**config.mk**
```make
export PLATFORM = sky130hd
export DESIGN_NAME = board_game_engine
export DESIGN_NICKNAME = d
export VERILOG_FILES = /design/src/rtl/board_game_engine_pkg.sv /design/src/rtl/board_cell_mux.sv /design/src/rtl/board_game_engine.sv
export SDC_FILE = /design/constraint.sdc
export NUM_CORES = 1
export LEC_CHECK = 0
export ABC_AREA = 1
export BUFFER_PORTS_ARGS = -buffer_cell sky130_fd_sc_hd__buf_2
export CAP_MARGIN = 20
export CORE_MARGIN = 1.5
export CORE_UTILIZATION = 55
export CTS_CLUSTER_DIAMETER = 60
export DETAILED_ROUTE_END_ITERATION = 8
export GPL_ROUTABILITY_DRIVEN = 0
export HOLD_SLACK_MARGIN = 0.03
export PLACE_DENSITY = 0.75
export SYNTH_ARGS = -nofsm -noshare
export SYNTH_HDL_FRONTEND = slang
export SYNTH_SLANG_ARGS = --single-unit
```
**constraint.sdc**
```tcl
create_clock -name clk -period 5.4 [get_ports clk]
set_clock_uncertainty 0.05 [all_clocks]
set_input_delay 0.81 -clock clk [delete_from_list [all_inputs] [get_ports clk]]
set_output_delay 0.81 -clock clk [all_outputs]
set_load 0.01 [all_outputs]
```
**src/rtl/board_game_engine_pkg.sv**
```systemverilog
// Shared definitions for the board game engine.
// Cell encoding, winner encoding, controller state enum and the line-scan
// direction enum together with its (row, col) step table.
package board_game_engine_pkg;

  // Cell contents; the value 3 is never written to the board.
  localparam logic [1:0] EMPTY = 2'd0;
  localparam logic [1:0] P1    = 2'd1;
  localparam logic [1:0] P2    = 2'd2;

  // Outcome encoding. P1_WIN/P2_WIN equal the player codes, so a win
  // latches the mover's code directly.
  localparam logic [1:0] NONE   = 2'd0;
  localparam logic [1:0] P1_WIN = 2'd1;
  localparam logic [1:0] P2_WIN = 2'd2;
  localparam logic [1:0] DRAW   = 2'd3;

  typedef enum logic [1:0] {
    ST_IDLE  = 2'd0,
    ST_CHECK = 2'd1,
    ST_DONE  = 2'd2
  } state_e;

  // Line directions, scanned in declaration order.
  typedef enum logic [1:0] {
    DIR_H = 2'd0,
    DIR_V = 2'd1,
    DIR_D = 2'd2,
    DIR_A = 2'd3
  } dir_e;

  // Row step of the positive side of a direction.
  function automatic logic signed [1:0] dir_dr(input dir_e d);
    return (d == DIR_H) ? 2'sd0 : 2'sd1;
  endfunction

  // Column step of the positive side of a direction.
  function automatic logic signed [1:0] dir_dc(input dir_e d);
    case (d)
      DIR_H:   return 2'sd1;
      DIR_V:   return 2'sd0;
      DIR_D:   return 2'sd1;
      default: return -2'sd1;
    endcase
  endfunction

endpackage

```
**src/rtl/board_cell_mux.sv**
```systemverilog
// Board cell read multiplexer.
// Ports:
//   i_board  flattened board, cell (r,c) at bits [2*(r*N+c)+:2]
//   i_row    row address
//   i_col    column address
//   o_cell   selected cell, EMPTY when the address is outside the board
module board_cell_mux
  import board_game_engine_pkg::*;
#(
  parameter  int N  = 3,
  localparam int CW = $clog2(N)
) (
  input  logic [2*N*N-1:0] i_board,
  input  logic [CW-1:0]    i_row,
  input  logic [CW-1:0]    i_col,
  output logic [1:0]       o_cell
);

  always_comb begin
    o_cell = EMPTY;
    for (int r = 0; r < N; r++)
      for (int c = 0; c < N; c++)
        if (i_row == CW'(r) && i_col == CW'(c))
          o_cell = i_board[2*(r*N+c) +: 2];
  end

endmodule

```
**src/rtl/board_game_engine.sv**
```systemverilog
// N x N, K-in-a-row two-player board engine.
// Accepts moves from the input logic, keeps the board and the turn, and after
// each accepted move scans the lines through the new stone one cell per cycle
// (8*(K-1) cycles) to decide win / draw / next turn.
// Ports:
//   clk, resetn            clock, asynchronous active-low reset
//   new_game               synchronous clear of board and outcome
//   move_valid/move_ready  move handshake, target move_row/move_col
//   move_accept/reject     one-cycle result pulses
//   rd_row/rd_col/rd_cell  display read port (EMPTY when out of range)
//   board                  flattened board
//   turn, winner           player to move, outcome; game_over = winner != 0
module board_game_engine
  import board_game_engine_pkg::*;
#(
  parameter  int N  = 3,
  parameter  int K  = 3,
  localparam int CW = $clog2(N)
) (
  input  logic             clk,
  input  logic             resetn,
  input  logic             new_game,
  input  logic             move_valid,
  output logic             move_ready,
  input  logic [CW-1:0]    move_row,
  input  logic [CW-1:0]    move_col,
  output logic             move_accept,
  output logic             move_reject,
  input  logic [CW-1:0]    rd_row,
  input  logic [CW-1:0]    rd_col,
  output logic [1:0]       rd_cell,
  output logic [2*N*N-1:0] board,
  output logic [1:0]       turn,
  output logic [1:0]       winner,
  output logic             game_over
);

  // Probe coordinates need room for -(K-1) .. 2(N-1), hence two extra bits.
  localparam int SW = CW + 2;
  localparam int RW = $clog2(2*K);
  localparam int MW = $clog2(N*N+1);
  localparam logic [CW:0]          NU        = (CW+1)'(N);
  localparam logic signed [SW-1:0] NS        = SW'(N);
  localparam logic [CW-1:0]        LAST_STEP = CW'(K-1);
  localparam logic [MW-1:0]        FULL      = MW'(N*N);
  localparam logic [RW-1:0]        KR        = RW'(K);

  state_e            r_state, w_state_nxt;
  logic [2*N*N-1:0]  r_board;
  logic [1:0]        r_turn, r_winner;
  logic [MW-1:0]     r_count;
  logic [CW-1:0]     r_row, r_col, r_step;
  dir_e              r_dir;
  logic              r_side, r_stop;
  logic [RW-1:0]     r_run [4];
  logic [RW-1:0]     w_run_nxt [4];
  logic              r_accept, r_reject;

  logic              w_accept, w_reject, w_legal, w_last, w_win, w_full;
  logic              w_in, w_hit, w_stop_eff;
  logic signed [1:0]    w_dr2, w_dc2;
  logic signed [SW-1:0] w_step_s, w_off_r, w_off_c, w_pr, w_pc;
  logic [CW-1:0]     w_probe_row, w_probe_col;
  logic [1:0]        w_probe_cell;

  // Probe position: latched move +/- step * direction.
  assign w_dr2    = dir_dr(r_dir);
  assign w_dc2    = dir_dc(r_dir);
  assign w_step_s = $signed({2'b00, r_step});
  assign w_off_r  = $signed({{(SW-2){w_dr2[1]}}, w_dr2}) * w_step_s;
  assign w_off_c  = $signed({{(SW-2){w_dc2[1]}}, w_dc2}) * w_step_s;
  assign w_pr     = r_side ? $signed({2'b00, r_row}) - w_off_r : $signed({2'b00, r_row}) + w_off_r;
  assign w_pc     = r_side ? $signed({2'b00, r_col}) - w_off_c : $signed({2'b00, r_col}) + w_off_c;
  assign w_in     = !w_pr[SW-1] && !w_pc[SW-1] && (w_pr < NS) && (w_pc < NS);

  // One mux serves both the legality check (IDLE) and the line probe (CHECK).
  assign w_probe_row = (r_state == ST_CHECK) ? w_pr[CW-1:0] : move_row;
  assign w_probe_col = (r_state == ST_CHECK) ? w_pc[CW-1:0] : move_col;

  board_cell_mux #(.N(N)) u_probe_mux (
    .i_board (r_board),
    .i_row   (w_probe_row),
    .i_col   (w_probe_col),
    .o_cell  (w_probe_cell)
  );

  board_cell_mux #(.N(N)) u_rd_mux (
    .i_board (r_board),
    .i_row   (rd_row),
    .i_col   (rd_col),
    .o_cell  (rd_cell)
  );

  assign w_legal = ({1'b0, move_row} < NU) && ({1'b0, move_col} < NU) && (w_probe_cell == EMPTY);

  // The stop flag belongs to one side; step 1 starts a fresh side.
  assign w_stop_eff = (r_step == CW'(1)) ? 1'b0 : r_stop;
  assign w_hit      = w_in && (w_probe_cell == r_turn) && !w_stop_eff;
  assign w_last     = (r_dir == DIR_A) && r_side && (r_step == LAST_STEP);
  assign w_full     = (r_count == FULL);

  always_comb begin
    w_win = 1'b0;
    for (int d = 0; d < 4; d++) begin
      w_run_nxt[d] = r_run[d];
      if (w_hit && r_dir == dir_e'(d))
        w_run_nxt[d] = r_run[d] + RW'(1);
      if (w_run_nxt[d] >= KR)
        w_win = 1'b1;
    end
  end

  always_comb begin
    w_state_nxt = r_state;
    w_accept    = 1'b0;
    w_reject    = 1'b0;
    if (new_game) begin
      w_state_nxt = ST_IDLE;
    end else begin
      case (r_state)
        ST_IDLE:
          if (move_valid) begin
            if (w_legal) begin
              w_accept    = 1'b1;
              w_state_nxt = ST_CHECK;
            end else begin
              w_reject    = 1'b1;
            end
          end
        ST_CHECK:
          if (w_last)
            w_state_nxt = (w_win || w_full) ? ST_DONE : ST_IDLE;
        ST_DONE:
          if (move_valid)
            w_reject = 1'b1;
        default:
          w_state_nxt = ST_IDLE;
      endcase
    end
  end

  always_ff @(posedge clk or negedge resetn) begin
    if (!resetn) begin
      r_state  <= ST_IDLE;
      r_board  <= '0;
      r_turn   <= P1;
      r_winner <= NONE;
      r_count  <= '0;
      r_row    <= '0;
      r_col    <= '0;
      r_step   <= '0;
      r_dir    <= DIR_H;
      r_side   <= 1'b0;
      r_stop   <= 1'b0;
      r_accept <= 1'b0;
      r_reject <= 1'b0;
      for (int d = 0; d < 4; d++) r_run[d] <= '0;
    end else begin
      r_state  <= w_state_nxt;
      r_accept <= w_accept;
      r_reject <= w_reject;
      if (new_game) begin
        r_board  <= '0;
        r_turn   <= P1;
        r_winner <= NONE;
        r_count  <= '0;
      end else begin
        if (w_accept) begin
          for (int r = 0; r < N; r++)
            for (int c = 0; c < N; c++)
              if (move_row == CW'(r) && move_col == CW'(c))
                r_board[2*(r*N+c) +: 2] <= r_turn;
          r_count <= r_count + MW'(1);
          r_row   <= move_row;
          r_col   <= move_col;
          r_dir   <= DIR_H;
          r_side  <= 1'b0;
          r_step  <= CW'(1);
          for (int d = 0; d < 4; d++) r_run[d] <= RW'(1);
        end
        if (r_state == ST_CHECK) begin
          r_stop <= !w_hit;
          for (int d = 0; d < 4; d++) r_run[d] <= w_run_nxt[d];
          // Slot order: direction, then side, then step.
          if (r_step == LAST_STEP) begin
            r_step <= CW'(1);
            r_side <= !r_side;
            if (r_side) r_dir <= dir_e'(r_dir + 2'd1);
          end else begin
            r_step <= r_step + CW'(1);
          end
          if (w_last) begin
            if (w_win)       r_winner <= r_turn;
            else if (w_full) r_winner <= DRAW;
            else             r_turn   <= (r_turn == P1) ? P2 : P1;
          end
        end
      end
    end
  end

  assign move_ready  = (r_state != ST_CHECK);
  assign move_accept = r_accept;
  assign move_reject = r_reject;
  assign board       = r_board;
  assign turn        = r_turn;
  assign winner      = r_winner;
  assign game_over   = (r_winner != NONE);

endmodule
```
==> summary.md <==
| Metric | Value |
|---|---|
| # Max-Cap Violations | `0` |
| Part of the power in combinational logic | `between 40% and 50%` |
| Synthesized flop and latch total | `52` |
| Synth top area share | `between 30% and 40%` |
| Share of cells above drive strength 1 | `roughly 22%` |
| Core ar. | `about 0.0064 mm2` |
| Hold Path Class | `flop to flop` |
| CP Buf/Inv Count | `1` |
| Synth-to-layout area growth | `10.6%` |
| Root Buffer | `clkbuf_8` |
| Pwr/cell area | `between 300 and 400 mW/mm2` |
| Synth area leaders | `dfrtp_1, nand2_1, nand3_1, ha_1, inv_1` |
| CP Max Fanout | `14` |
| RSZ-0062 raised after global routing | `no` |
| WL final | `9.18 mm` |
| Longest Clk Path Bufs | `2` |
| Syn nets | `506` |
| Compound-gate portion of the synthesized area | `a little under an eighth` |
| Cts hold-fix bufs | `0` |
| Largest net degree at the start of global routing | `53` |
| Reg power frac | `about a third` |
| CP max-delay cell | `fa_1` |
| Cell area after synthesis | `about 0.0037 mm2` |
| Leakage | `2.07 nW` |
| Starting Density | `between 50% and 60%` |
| Worst path max stage delay | `~0.49 ns` |
| Critical path's top delay family | `simple AND/OR/NAND/NOR gates` |
| Peak supply drop | `0.000177 V` |
| Post-route design area | `around 0.0041 mm2` |
| IO Pins | `40` |
| Height of the chip | `roughly 85 um` |
| Final ANT Viol Nets | `0` |
| Post-synthesis mux area share | `0%` |
| Max Clock Freq | `between 200 and 250 MHz` |
| Global-route wire length before repair | `around 15 mm` |
| Synth Area in XOR/XNOR | `approximately 2.4%` |
| FFs w/ async S/R, synth | `100%` |
| CTS tree | `yes` |
| DP Area | `approximately 0.0039 mm2` |
| Cells after synthesis | `473` |
| WL/cell | `~16 um` |
| Tightest Pin Transition | `approximately 0.8 ns` |
| Warnings from Yosys | `0` |
| Final setup vio count | `0` |
| Hpwl dp | `7.02 mm` |
| Pint | `0.000864 W` |
| Port-buffer cells | `39` |
| Most frequent CP cell | `nand2_1` |
| Synthesized-area fraction occupied by adder cells | `approximately 7.7%` |
| FP Rows | `29` |
| Clock power frac | `18.5%` |
| Critical path data arrival time | `slightly above 5 ns` |
| Die X | `84.9 um` |
| Mapped Avg Cell Area | `~8 um2` |
| Top FF cell, synth | `dfrtp_1` |
| Total negative slack | `0 ns` |
| DR pass1 iterations | `9` |
| Synth cell types | `42` |
| Sw Pwr | `0.000664 W` |
| Vias in the first global route | `about 3300` |
| Main combinational cell family by area after synthesis | `simple AND/OR/NAND/NOR gates` |
| EDFF count, synth | `0` |
| Max-slew headroom | `approximately 46%` |
| Antenna cells | `0` |
| CP Data Required Time | `around 5.6 ns` |
| Gr usage total | `a little over a quarter` |
| Final nets | `about 550` |
| Synth Area in Simple Gates | `between 30% and 40%` |
| Vias | `roughly 3400` |
| Failing checks | `design-rule violations` |
| Die area | `0.00720 mm2` |
| Crit path launch type | `flop` |
| WS Path Type | `flop to flop` |
| H-tree Lvls | `2` |
| Clk sink count | `52` |
| Post-synthesis sequential area ratio | `35.3%` |
| CP Capture Type | `flop` |
| Total clock buffers created by CTS | `5` |
| Avg Vias per Cell | `around 5.8` |
| Clock latency on the worst-skew pair | `0.32 ns` |
| Sw Ratio | `between 40% and 50%` |
| Overflow after GRT | `0` |
| Slew Viols, Final | `0` |
| Antenna violations before repair | `0` |
| Status | `complete, but fails checks` |
| First DRT Iteration DRCs | `~140` |
| Tcrit/Tclk final | `91.3%` |
| Clock transition at the registers of the reported paths | `roughly 0.1 ns` |
| Fin crit period | `between 4 and 5 ns` |
| Endpoints failing hold | `0` |
| Remaining DRCs | `6` |
| Post-synth top area cell | `dfrtp_1` |
==> worst register-to-register path: cells and delay by family, from the launching register on <==
kind	cells	cell delay [ns]
AOI/OAI and AO/OA	3	0.51
adders and majority gates	4	1.49
buffers and inverters	1	0.10
DFF	1	0.40
and+or+nand+nor	17	2.33
==> layer usage <==
metal | vias up | share of wire, % | track usage (%)
met2 | 94 | 51 | 48.5
met3 | 16 | 4.6 | 3.31
met5 | - | 0 | 0
li1 | 1665 | - | -
met1 | 1643 | 42 | 33.3
met4 | 0 | 1.7 | 7.45
==> final timing paths <==
| check | cells after the start | slack, ns | startpoint | endpoint |
|---|---|---|---|---|
| setup / recovery | 25 | 0.47 | r_dir[1] | turn[0] |
| hold / removal | 1 | 0.43 | r_count[3] | r_count[3] |
| setup reg to reg | 25 | 0.47 | r_dir[1] | turn[0] |
| hold reg to reg | 1 | 0.43 | r_count[3] | r_count[3] |
| max in group asynchronous | 2 | 4.28 | resetn | r_run[1] |
| min in group asynchronous | 2 | 0.55 | resetn | board[7] |
==> per-stage QoR <==
stage	cells	hold WS, ns	worst slack [ns]	utilization (%)	power (W)
2_1_floorplan	473	0.385	1.04	-	0.00108
3_3_place_gp	583	0.410	0.579	61.4	0.00121
3_5_place_dp	583	0.414	0.418	61.4	0.00123
4_1_cts	591	0.429	0.412	63.2	0.00151
5_1_grt	592	0.446	0.102	63.5	0.00165
6_report	592	0.428	0.471	63.5	0.00153
==> logic make-up after synthesis <==
logic type               Yosys count
AND/OR/NAND/NOR                  247
AO/OA/AOI/OAI                     69
adder cells (fa/ha/maj)           21
flip-flops                        52
XOR/XNOR                          10
buffers and inverters             74
==> cell usage after synthesis (2+ instances only) <==
cell type,instances
nand2_4,5
buf_6,4
fa_1,3
nand2_2,13
inv_1,48
xor2_1,9
nor2_4,4
nand4_1,15
inv_2,14
o21bai_1,2
nand3b_1,4
a21oi_1,13
clkinv_1,2
nor3_2,5
nand2_1,95
clkbuf_1,6
o31ai_1,6
or2_2,3
nand3_1,51
nor3_1,3
nor2_1,35
nor2_2,4
o22ai_1,9
dfrtp_1,51
ha_1,18
o21ai_0,17
o211ai_1,2
o21ai_1,8
nand3_2,4
a22o_1,5
nand4_2,3
o2111ai_1,2
==> final cells by class <==
class,count,area [um2]
fillers,547,2350
multi-input cells,347,2080
flip-flops and latches,52,1300
repair buffers,44,245
inverters,64,240
well taps,77,96.3
clock buffers,5,68.8
clock inverters,3,46.3
==> state kept, by name (all words and copies together), names as in the netlist, 2 cells and up <==
name / flops
r_col: 2
winner: 2
board: 18
r_dir: 2
r_row: 2
turn: 2
r_state: 2
r_step: 2
r_count: 4
r_run: 12
==> power by group through the flow <==
stage	clock [W]	sequential [W]	combinational (W)
2_1_floorplan	0	0.000493	0.000591
3_3_place_gp	0	0.000512	0.000694
3_5_place_dp	0	0.000512	0.000717
4_1_cts	0.000286	0.000507	0.000721
5_1_grt	0.000298	0.000520	0.000831
6_report	0.000282	0.000508	0.000738
==> placed cells by master (no fill, tap or decap), types with 14 or more instances in the layout <==
master   count
inv_2       14
nand3_1     51
inv_1       48
nor2_1      35
nand2_1     95
nand4_1     15
buf_2       39
ha_1        18
o21ai_0     16
dfrtp_1     51
==> timing repair <==
action,in CTS,in global routing
endpoints found under the setup margin,0,4
gates resized for setup,0,1
buffers inserted,0,1
(Power assumes the default switching activity.)
